===== config.mk =====
export PLATFORM = sky130hd
export DESIGN_NAME = tile_scan_ctrl
export DESIGN_NICKNAME = d
export VERILOG_FILES = /design/src/rtl/scan_pkg.sv /design/src/rtl/tile_coord_counter.sv /design/src/rtl/tile_scan_ctrl.sv
export SDC_FILE = /design/constraint.sdc
export NUM_CORES = 1
export LEC_CHECK = 0
export ABC_AREA = 1
export BUFFER_PORTS_ARGS = -buffer_cell sky130_fd_sc_hd__buf_2
export CORE_MARGIN = 3
export CORE_UTILIZATION = 45
export DETAILED_ROUTE_END_ITERATION = 7
export PLACE_DENSITY = 0.7
export RECOVER_POWER = 25
export SLEW_MARGIN = 20
export SYNTH_ARGS = -nofsm -noshare
export SYNTH_HDL_FRONTEND = slang
export SYNTH_SLANG_ARGS = --single-unit

===== constraint.sdc =====
create_clock -name clk -period 4.47 [get_ports clk]
set_clock_uncertainty 0.2 [all_clocks]
set_input_delay 0.894 -clock clk [delete_from_list [all_inputs] [get_ports clk]]
set_output_delay 0.894 -clock clk [all_outputs]
set_load 0.05 [all_outputs]

===== src/rtl/scan_pkg.sv =====
// Shared types and geometry for the tile scan sequencer.
// A 4x4 tile holds 2x2 overlapping 3x3 windows.
package scan_pkg;

  typedef enum logic [2:0] {
    S_IDLE  = 3'd0,
    S_FETCH = 3'd1,
    S_WIN   = 3'd2,
    S_ADV   = 3'd3,
    S_DONE  = 3'd4
  } scan_state_t;

  localparam int TILE_DIM = 4;
  localparam int STRIDE   = 2;
  localparam int WIN_DIM  = 3;

  // Window positions per tile, walked in raster order.
  localparam int WIN_PER_AXIS  = TILE_DIM - WIN_DIM + 1;
  localparam int WIN_POSITIONS = WIN_PER_AXIS * WIN_PER_AXIS;

  typedef logic [3:0] pixel_t;

endpackage


===== src/rtl/tile_coord_counter.sv =====
// Tile top-left coordinate walker: raster order at stride 2 over the frame.
// Wraps to the origin after the last tile so a finished frame leaves it at (0,0).
module tile_coord_counter
  import scan_pkg::*;
#(
  parameter int IMG_WIDTH  = 400,
  parameter int IMG_HEIGHT = 300,
  parameter int CW         = 9
) (
  input  logic          clk,
  input  logic          rst,
  input  logic          clear,
  input  logic          advance,
  output logic [CW-1:0] tile_x,
  output logic [CW-1:0] tile_y,
  output logic          last_tile
);

  localparam logic [CW-1:0] X_LAST = CW'(IMG_WIDTH - TILE_DIM);
  localparam logic [CW-1:0] Y_LAST = CW'(IMG_HEIGHT - TILE_DIM);
  localparam logic [CW-1:0] STEP   = CW'(STRIDE);

  logic row_end;

  assign row_end   = (tile_x == X_LAST);
  assign last_tile = row_end && (tile_y == Y_LAST);

  // Coordinate registers; clear has priority over advance.
  always_ff @(posedge clk or posedge rst) begin
    if (rst) begin
      tile_x <= '0;
      tile_y <= '0;
    end else if (clear) begin
      tile_x <= '0;
      tile_y <= '0;
    end else if (advance) begin
      if (row_end) begin
        tile_x <= '0;
        tile_y <= last_tile ? '0 : tile_y + STEP;
      end else begin
        tile_x <= tile_x + STEP;
        tile_y <= tile_y;
      end
    end else begin
      tile_x <= tile_x;
      tile_y <= tile_y;
    end
  end

endmodule


===== src/rtl/tile_scan_ctrl.sv =====
// Frame scan sequencer for image_buffer: fetches 4x4 tiles at stride 2 and
// steps the buffer through its four 3x3 window positions under filter handshake.
module tile_scan_ctrl
  import scan_pkg::*;
#(
  parameter int IMG_WIDTH  = 400,
  parameter int IMG_HEIGHT = 300,
  parameter int CW         = 9
) (
  input  logic          clk,
  input  logic          rst,
  input  logic          start,
  input  logic          abort,
  output logic          fetch_req,
  output logic [CW-1:0] fetch_x,
  output logic [CW-1:0] fetch_y,
  input  logic          fetch_ack,
  output logic          load_enable,
  output logic          calc_done,
  output logic          win_valid,
  output logic [CW-1:0] win_x,
  output logic [CW-1:0] win_y,
  input  logic          filt_ack,
  output logic          busy,
  output logic          done
);

  localparam logic [1:0] POS_LAST = 2'(WIN_POSITIONS - 1);

  scan_state_t   state;
  logic [1:0]    pos;
  logic [CW-1:0] tile_x;
  logic [CW-1:0] tile_y;
  logic          last_tile;
  logic          coord_clear;
  logic          coord_advance;

  assign coord_clear   = abort || (state == S_DONE);
  assign coord_advance = (state == S_ADV) && !abort;

  tile_coord_counter #(
    .IMG_WIDTH  (IMG_WIDTH),
    .IMG_HEIGHT (IMG_HEIGHT),
    .CW         (CW)
  ) u_coord (
    .clk       (clk),
    .rst       (rst),
    .clear     (coord_clear),
    .advance   (coord_advance),
    .tile_x    (tile_x),
    .tile_y    (tile_y),
    .last_tile (last_tile)
  );

  // Strobes to image_buffer are same-cycle with the handshake; abort suppresses them.
  assign load_enable = (state == S_FETCH) && fetch_ack && !abort;
  assign calc_done   = (state == S_WIN) && filt_ack && !abort;

  assign fetch_x = tile_x;
  assign fetch_y = tile_y;
  assign win_x   = tile_x + {{(CW-1){1'b0}}, pos[0]};
  assign win_y   = tile_y + {{(CW-1){1'b0}}, pos[1]};

  // Scan FSM with registered status outputs and window position counter.
  always_ff @(posedge clk or posedge rst) begin
    if (rst) begin
      state     <= S_IDLE;
      pos       <= 2'd0;
      fetch_req <= 1'b0;
      win_valid <= 1'b0;
      busy      <= 1'b0;
      done      <= 1'b0;
    end else if (abort) begin
      state     <= S_IDLE;
      pos       <= 2'd0;
      fetch_req <= 1'b0;
      win_valid <= 1'b0;
      busy      <= 1'b0;
      done      <= 1'b0;
    end else begin
      case (state)
        S_IDLE: begin
          if (start) begin
            state     <= S_FETCH;
            fetch_req <= 1'b1;
            busy      <= 1'b1;
          end else begin
            state <= S_IDLE;
          end
        end
        S_FETCH: begin
          if (fetch_ack) begin
            state     <= S_WIN;
            pos       <= 2'd0;
            fetch_req <= 1'b0;
            win_valid <= 1'b1;
          end else begin
            state <= S_FETCH;
          end
        end
        S_WIN: begin
          if (filt_ack) begin
            if (pos == POS_LAST) begin
              state     <= S_ADV;
              pos       <= 2'd0;
              win_valid <= 1'b0;
            end else begin
              pos <= pos + 2'd1;
            end
          end else begin
            state <= S_WIN;
          end
        end
        S_ADV: begin
          if (last_tile) begin
            state <= S_DONE;
            done  <= 1'b1;
          end else begin
            state     <= S_FETCH;
            fetch_req <= 1'b1;
          end
        end
        S_DONE: begin
          state <= S_IDLE;
          done  <= 1'b0;
          busy  <= 1'b0;
        end
        default: begin
          state     <= S_IDLE;
          pos       <= 2'd0;
          fetch_req <= 1'b0;
          win_valid <= 1'b0;
          busy      <= 1'b0;
          done      <= 1'b0;
        end
      endcase
    end
  end

endmodule

==> results.cfg, run 1 <==
[detailed_routing]
firstDrtPassIters = 4
wirelength_um = 3620
num_vias = 1582
drc_errors = 0
wire_per_inst_um = 11.1
routed_via_density = 4.85
drt_iter0_drc = 103
antenna_left = 0

[synthesis]
async_flop_share = 1.00
synth_common_cells = nand2_1, nor2_1, inv_1, dfrtp_1, nand3_1
ys_top_cells_by_area = dfrtp_1, nand2_1, nand3_1
yosysSeqAreaShare = 0.362
synth_cell_types = 35
synth-edff-count = 0
synth_area_um2 = 1730
yosysWarnings = 0
synthFlopType = dfrtp_1
yosysTopAreaCell = dfrtp_1
ys_ff_latch = 25
synth_top_cell_area_share = 0.362
syn_avg_cell_area_um2 = 6.92
synth.most_common_cell = nand2_1
postSynthCellCount = 250

[critical_path]
crit_fanout = 8
critPathLaunchType = flip-flop
endpoint_kind = output pin
required_ns = 3.38
path_class = reg2out
cp.arrival_ns = 1.57

[grt]
grt_antenna_before_repair = 0
grt_overflow = 0
grt_usage = 0.173
grt_pass1_wl_um = 6150
grt_max_degree = 26
grt_pass1_vias = 1408

[clock_network]
clock_latency_ns = 0.27
clk_path_buf_depth = 2
ctsHoldBuffers = 0
cts_setup_buffers = 0
h-tree-depth = 1
cts_tree = done
cts_buffers = 3
ctsResizeCount = 0
clk_pin_slew_worst_paths_ns = 0.08
cts_root_buf = clkbuf_8
cts_sinks = 25

[timing]
drv_slew = 0
layout_setup_ws_ns = 1.80
finalSetupViolations = 0
layout_min_cycle_time_ns = 2.67
rsz0062_at_grt = false
holdWs_ns = 0.270
slew-limit-headroom = 0.383
fin_crit_sh = 0.597
hold_viol_final = 0
finalSetupTns_ns = 0
tightest_slew_ns = 0.919
max_clock_freq_mhz = 375

[min_path]
hp-class = reg2reg

[run]
drv_cap = 0

[cells_and_area]
area_growth_pct = 12.3
layout-drive-gt1-share = 0.229
n_antenna_cell = 0
fin_util = 0.552
nets = 290
nFillCells = 369

[floorplanning]
die_height_um = 68.0
num_io_pins = 48
fp-row-count = 21
core_area_um2 = 3520
dieArea_um2 = 4620
start_util = 0.491
fp.dieW_um = 68.0

[placed_design]
io_buffer_count = 45
gp_congestion = 0.849
dp_hpwl_um = 2790
dpl_worst_slack_ns = 1.83

[power_and_ir_drop]
power_w = 0.000446
p_leak_nw = 1.12
p_per_area_nw_per_um2 = 230
max-vdd-ir-drop_uv = 246

[status]
status = completed
through the flow:
step | instances | instance area [um2]
after global placement | 322 | 1900
after CTS | 326 | 1940
after global routing | 326 | 1940
after detailed placement | 322 | 1900
final | 326 | 1940
after floorplan | 251 | 1730
worst paths after layout:
path / startpoint / to / slack, ns / cells after the start
worst max register to register: u_coord.tile_x[1] / u_coord.tile_y[5] / 2.79 / 8
worst min-delay path: fetch_req / fetch_req / 0.27 / 2
max in group asynchronous: rst / state[2] / 3.14 / 2
worst min register to register: fetch_req / fetch_req / 0.27 / 2
min in group asynchronous: rst / pos[0] / 0.50 / 2
worst max-delay path: state[2] / load_enable / 1.80 / 6
worst max-delay path, cell delays in order (launching register included):
cell,delay (ns)
dfrtp_1,0.50
inv_1,0.19
nand2_1,0.07
nor2_1,0.12
nand2_1,0.10
nor2_1,0.08
buf_2,0.26
routing by layer:
| layer | GRT usage | vias up | wire length, um |
|---|---|---|---|
| met3 | 0.0345 | 2 | 189 |
| li1 | - | 831 | - |
| met2 | 0.288 | 38 | 1670 |
| met4 | 0.0372 | 0 | 27 |
| met1 | 0.231 | 711 | 1730 |
| met5 | 0 | - | 0 |
cell type report:
cell class	count	area, um2	share of cell area
multi-input combinational	174	866	0.446
sequential	25	626	0.322
timing repair buffer	45	225	0.116
inverter	32	123	0.0631
tap	46	57.6	0.0296
clock buffer	4	45.0	0.0232
cells in the final DEF (no fill, tap or decap), drive strengths merged, types with 2 or more instances in the layout:
cell type  instances
a21oi              8
buf               45
clkbuf             4
clkinv             2
conb               2
dfrtp             25
ha                 3
inv               30
nand2             75
nand3             22
nand4              3
nor2              33
nor3               2
o21ai             18
where the power goes:
group          switching [W]  internal (W)
clock              0.0000674     0.0000637
sequential        0.00000457      0.000232
combinational      0.0000594     0.0000192
flip-flops by register name, summed over array words and instances, names as in the netlist:
register and flops:
u_coord.tile_y 8, u_coord.tile_x 8, busy 1, state 3
win_valid 1, pos 2, fetch_req 1, done 1
kinds of logic after synthesis:
group,synth area share
buffers and inverters,0.140
adders and majority gates,0.0217
DFF,0.362
xor gates and xnor gates,0.0101
and+or+nand+nor,0.368
AOI/OAI and AO/OA,0.0905
muxes,0.00579
other,0.00217
Power figures use the tool's default switching activity.
==> inputs of run 2 (changes only) <==
--- a/config.mk
+++ b/config.mk
@@ -5,12 +5,12 @@
 export SDC_FILE = /design/constraint.sdc
 export NUM_CORES = 1
 export LEC_CHECK = 0
-export ABC_AREA = 1
+export ABC_AREA = 0
 export BUFFER_PORTS_ARGS = -buffer_cell sky130_fd_sc_hd__buf_2
 export CORE_MARGIN = 3
 export CORE_UTILIZATION = 45
 export DETAILED_ROUTE_END_ITERATION = 7
-export PLACE_DENSITY = 0.7
+export PLACE_DENSITY = 0.72
 export RECOVER_POWER = 25
 export SLEW_MARGIN = 20
 export SYNTH_ARGS = -nofsm -noshare
==> constraint.sdc (replaced) <==
create_clock -name clk -period 2.8 [get_ports clk]
set_clock_uncertainty 0.2 [all_clocks]
set_input_delay 0.56 -clock clk [delete_from_list [all_inputs] [get_ports clk]]
set_output_delay 0.56 -clock clk [all_outputs]
set_load 0.05 [all_outputs]
==> results.cfg, run 2 <==
[timing]
rsz0062_at_grt = false
layout_setup_ws_ns = 0.189
tightest_slew_ns = 1.30
hold_viol_final = 0
finalSetupTns_ns = 0
finalSetupViolations = 0
drv_slew = 0
layout_min_cycle_time_ns = 2.61
slew-limit-headroom = 0.130
fin_crit_sh = 0.932
max_clock_freq_mhz = 383

[synthesis]
synth_top_cell_area_share = 0.409
async_flop_share = 1.00
synthFlopType = dfrtp_1
yosysSeqAreaShare = 0.409
syn_avg_cell_area_um2 = 9.05
synth.most_common_cell = dfrtp_1
yosysTopAreaCell = dfrtp_1
postSynthCellCount = 169
synth_cell_types = 41
ys_ff_latch = 25
synth_area_um2 = 1530
synth-edff-count = 0
yosysWarnings = 0
ys_top_cells_by_area = dfrtp_1, buf_4, nor2_1
synth_common_cells = dfrtp_1, nor2_1, nand2_1, buf_4, clkbuf_1

[critical_path]
slowest_stage = dfrtp_1
rr_worst_depth = 4
crit_fanout = 12
path_class = reg2out
endpoint_kind = output pin
critPathBufInv = 1
critPathLaunchType = flip-flop
r2r_end = u_coord.tile_x[1]
cp.arrival_ns = 1.85
crit_chain = nand2b_1 > a21oi_1 > a211o_1 > and3_1 > buf_2
path_delay_family = flip-flops
required_ns = 2.04
max_stage_delay_ns = 0.51
r2r_start = u_coord.tile_x[5]
rrSetupSlack_ns = 0.47

[floorplanning]
start_util = 0.485
num_io_pins = 48
fp-row-count = 20
dieArea_um2 = 4130
core_area_um2 = 3150
die_height_um = 64.3
fp.dieW_um = 64.3

[detailed_routing]
firstDrtPassIters = 4
wirelength_um = 3110
routed_via_density = 5.20
wire_per_inst_um = 12.8
antenna_left = 0
drt_iter0_drc = 48
drc_errors = 0
num_vias = 1258

[cells_and_area]
mostFrequentLayoutCells = buf_2, dfrtp_1, nor2_1
n_antenna_cell = 0
layout-drive-gt1-share = 0.303
multi_input_area_um2 = 734
area_growth_pct = 12.4
reg_top3 = u_coord.tile_x (8), u_coord.tile_y (8), state (3)
nFillCells = 307
final_common_cell = buf_2
seqCellArea_um2 = 626
nets = 208

[clock_network]
ctsHoldBuffers = 0
cts_tree = done
clk_path_buf_depth = 2
h-tree-depth = 1
cts_root_buf = clkbuf_4
cts_sinks = 25
clk_pin_slew_worst_paths_ns = 0.12
cts_buffers = 3
clock_latency_ns = 0.30

[min_path]
min_to = win_valid
hp-class = reg2reg
holdPathStages = 1
hold_start = win_valid

[placed_design]
dpl_worst_slack_ns = 0.486
gp_congestion = 0.852
dp_hpwl_um = 2390
io_buffer_count = 45

[grt]
grt_antenna_before_repair = 0
grt_usage = 0.161
grt_overflow = 0
grt_pass1_wl_um = 5470
grt_pass1_vias = 1197
grt_max_degree = 26

[power_and_ir_drop]
p_leak_nw = 0.900
p_per_area_nw_per_um2 = 422
max-vdd-ir-drop_uv = 168

[status]
status = completed

[run]
drv_cap = 0
==> run 2: how the worst max path moves through the flow <==
stage / endpoint / slack, ns / from / depth (start not counted)
after floorplan: u_coord.tile_x[1] / 0.39 / u_coord.tile_x[5] / 6
after global placement: load_enable / 0.52 / fetch_ack / 6
after detailed placement: load_enable / 0.49 / fetch_ack / 6
after CTS: load_enable / 0.15 / state[1] / 4
after global routing: load_enable / 0.05 / state[1] / 4
final: load_enable / 0.19 / state[1] / 5
==> run 2: power by group <==
| group | internal (W) | switching [W] | total [W] | leakage (nW) |
|---|---|---|---|---|
| combinational | 0.0000423 | 0.000132 | 0.000174 | 0.542 |
| sequential | 0.000375 | 0.0000219 | 0.000397 | 0.343 |
| clock | 0.0000555 | 0.0000985 | 0.000154 | 0.0150 |
==> run 2: through the flow <==
step	util	cells	total power (W)	hold WS [ns]	area, um2
floorplan	-	170	0.000548	0.387	1530
global placement	0.537	238	0.000577	0.266	1690
detailed placement	0.537	238	0.000580	0.260	1690
CTS	0.546	242	0.000735	0.0787	1720
global route	0.545	242	0.000770	0.312	1720
finish	0.545	242	0.000725	0.292	1720
==> run 2: layout make-up <==
type / instances / share of cell area
Sequential cell: 25 / 0.364
Multi-Input combinational cell: 112 / 0.427
Tap cell: 44 / 0.0320
Clock buffer: 4 / 0.0153
Timing Repair Buffer: 48 / 0.142
Inverter: 9 / 0.0197
==> run 2: cell families (layout without fill, tap and decap cells) <==
logic type,after synthesis,count (layout),share of synthesized area
adders and majority gates,3,3,0.0246
xor gates and xnor gates,10,10,0.0573
other,1,2,0.00245
and+or+nand+nor,72,72,0.288
muxes,1,1,0.00736
buffers and inverters,33,61,0.115
AOI/OAI and AO/OA,24,24,0.0966
DFF,25,25,0.409
==> run 2: routing by layer <==
metal | up-vias | routed length [um] | part of all wire | GRT usage
li1 | 620 | - | - | -
met2 | 39 | 1540 | 0.50 | 0.280
met3 | 2 | 160 | 0.051 | 0.0246
met5 | - | 0 | 0 | 0
met4 | 0 | 19 | 0.0061 | 0.0396
met1 | 597 | 1390 | 0.45 | 0.208
==> run 2: timing repair <==
item                       in CTS  in global routing
setup buffers                   0                  0
gates resized for setup         0                  1
setup endpoints to repair       0                  1
==> run 2: worst reg2reg max path, stage by stage (launching register included) <==
cell and delay, ns:
dfrtp_1 0.45, or4b_4 0.56, o221a_1 0.40, and2_0 0.32, mux2_2 0.29
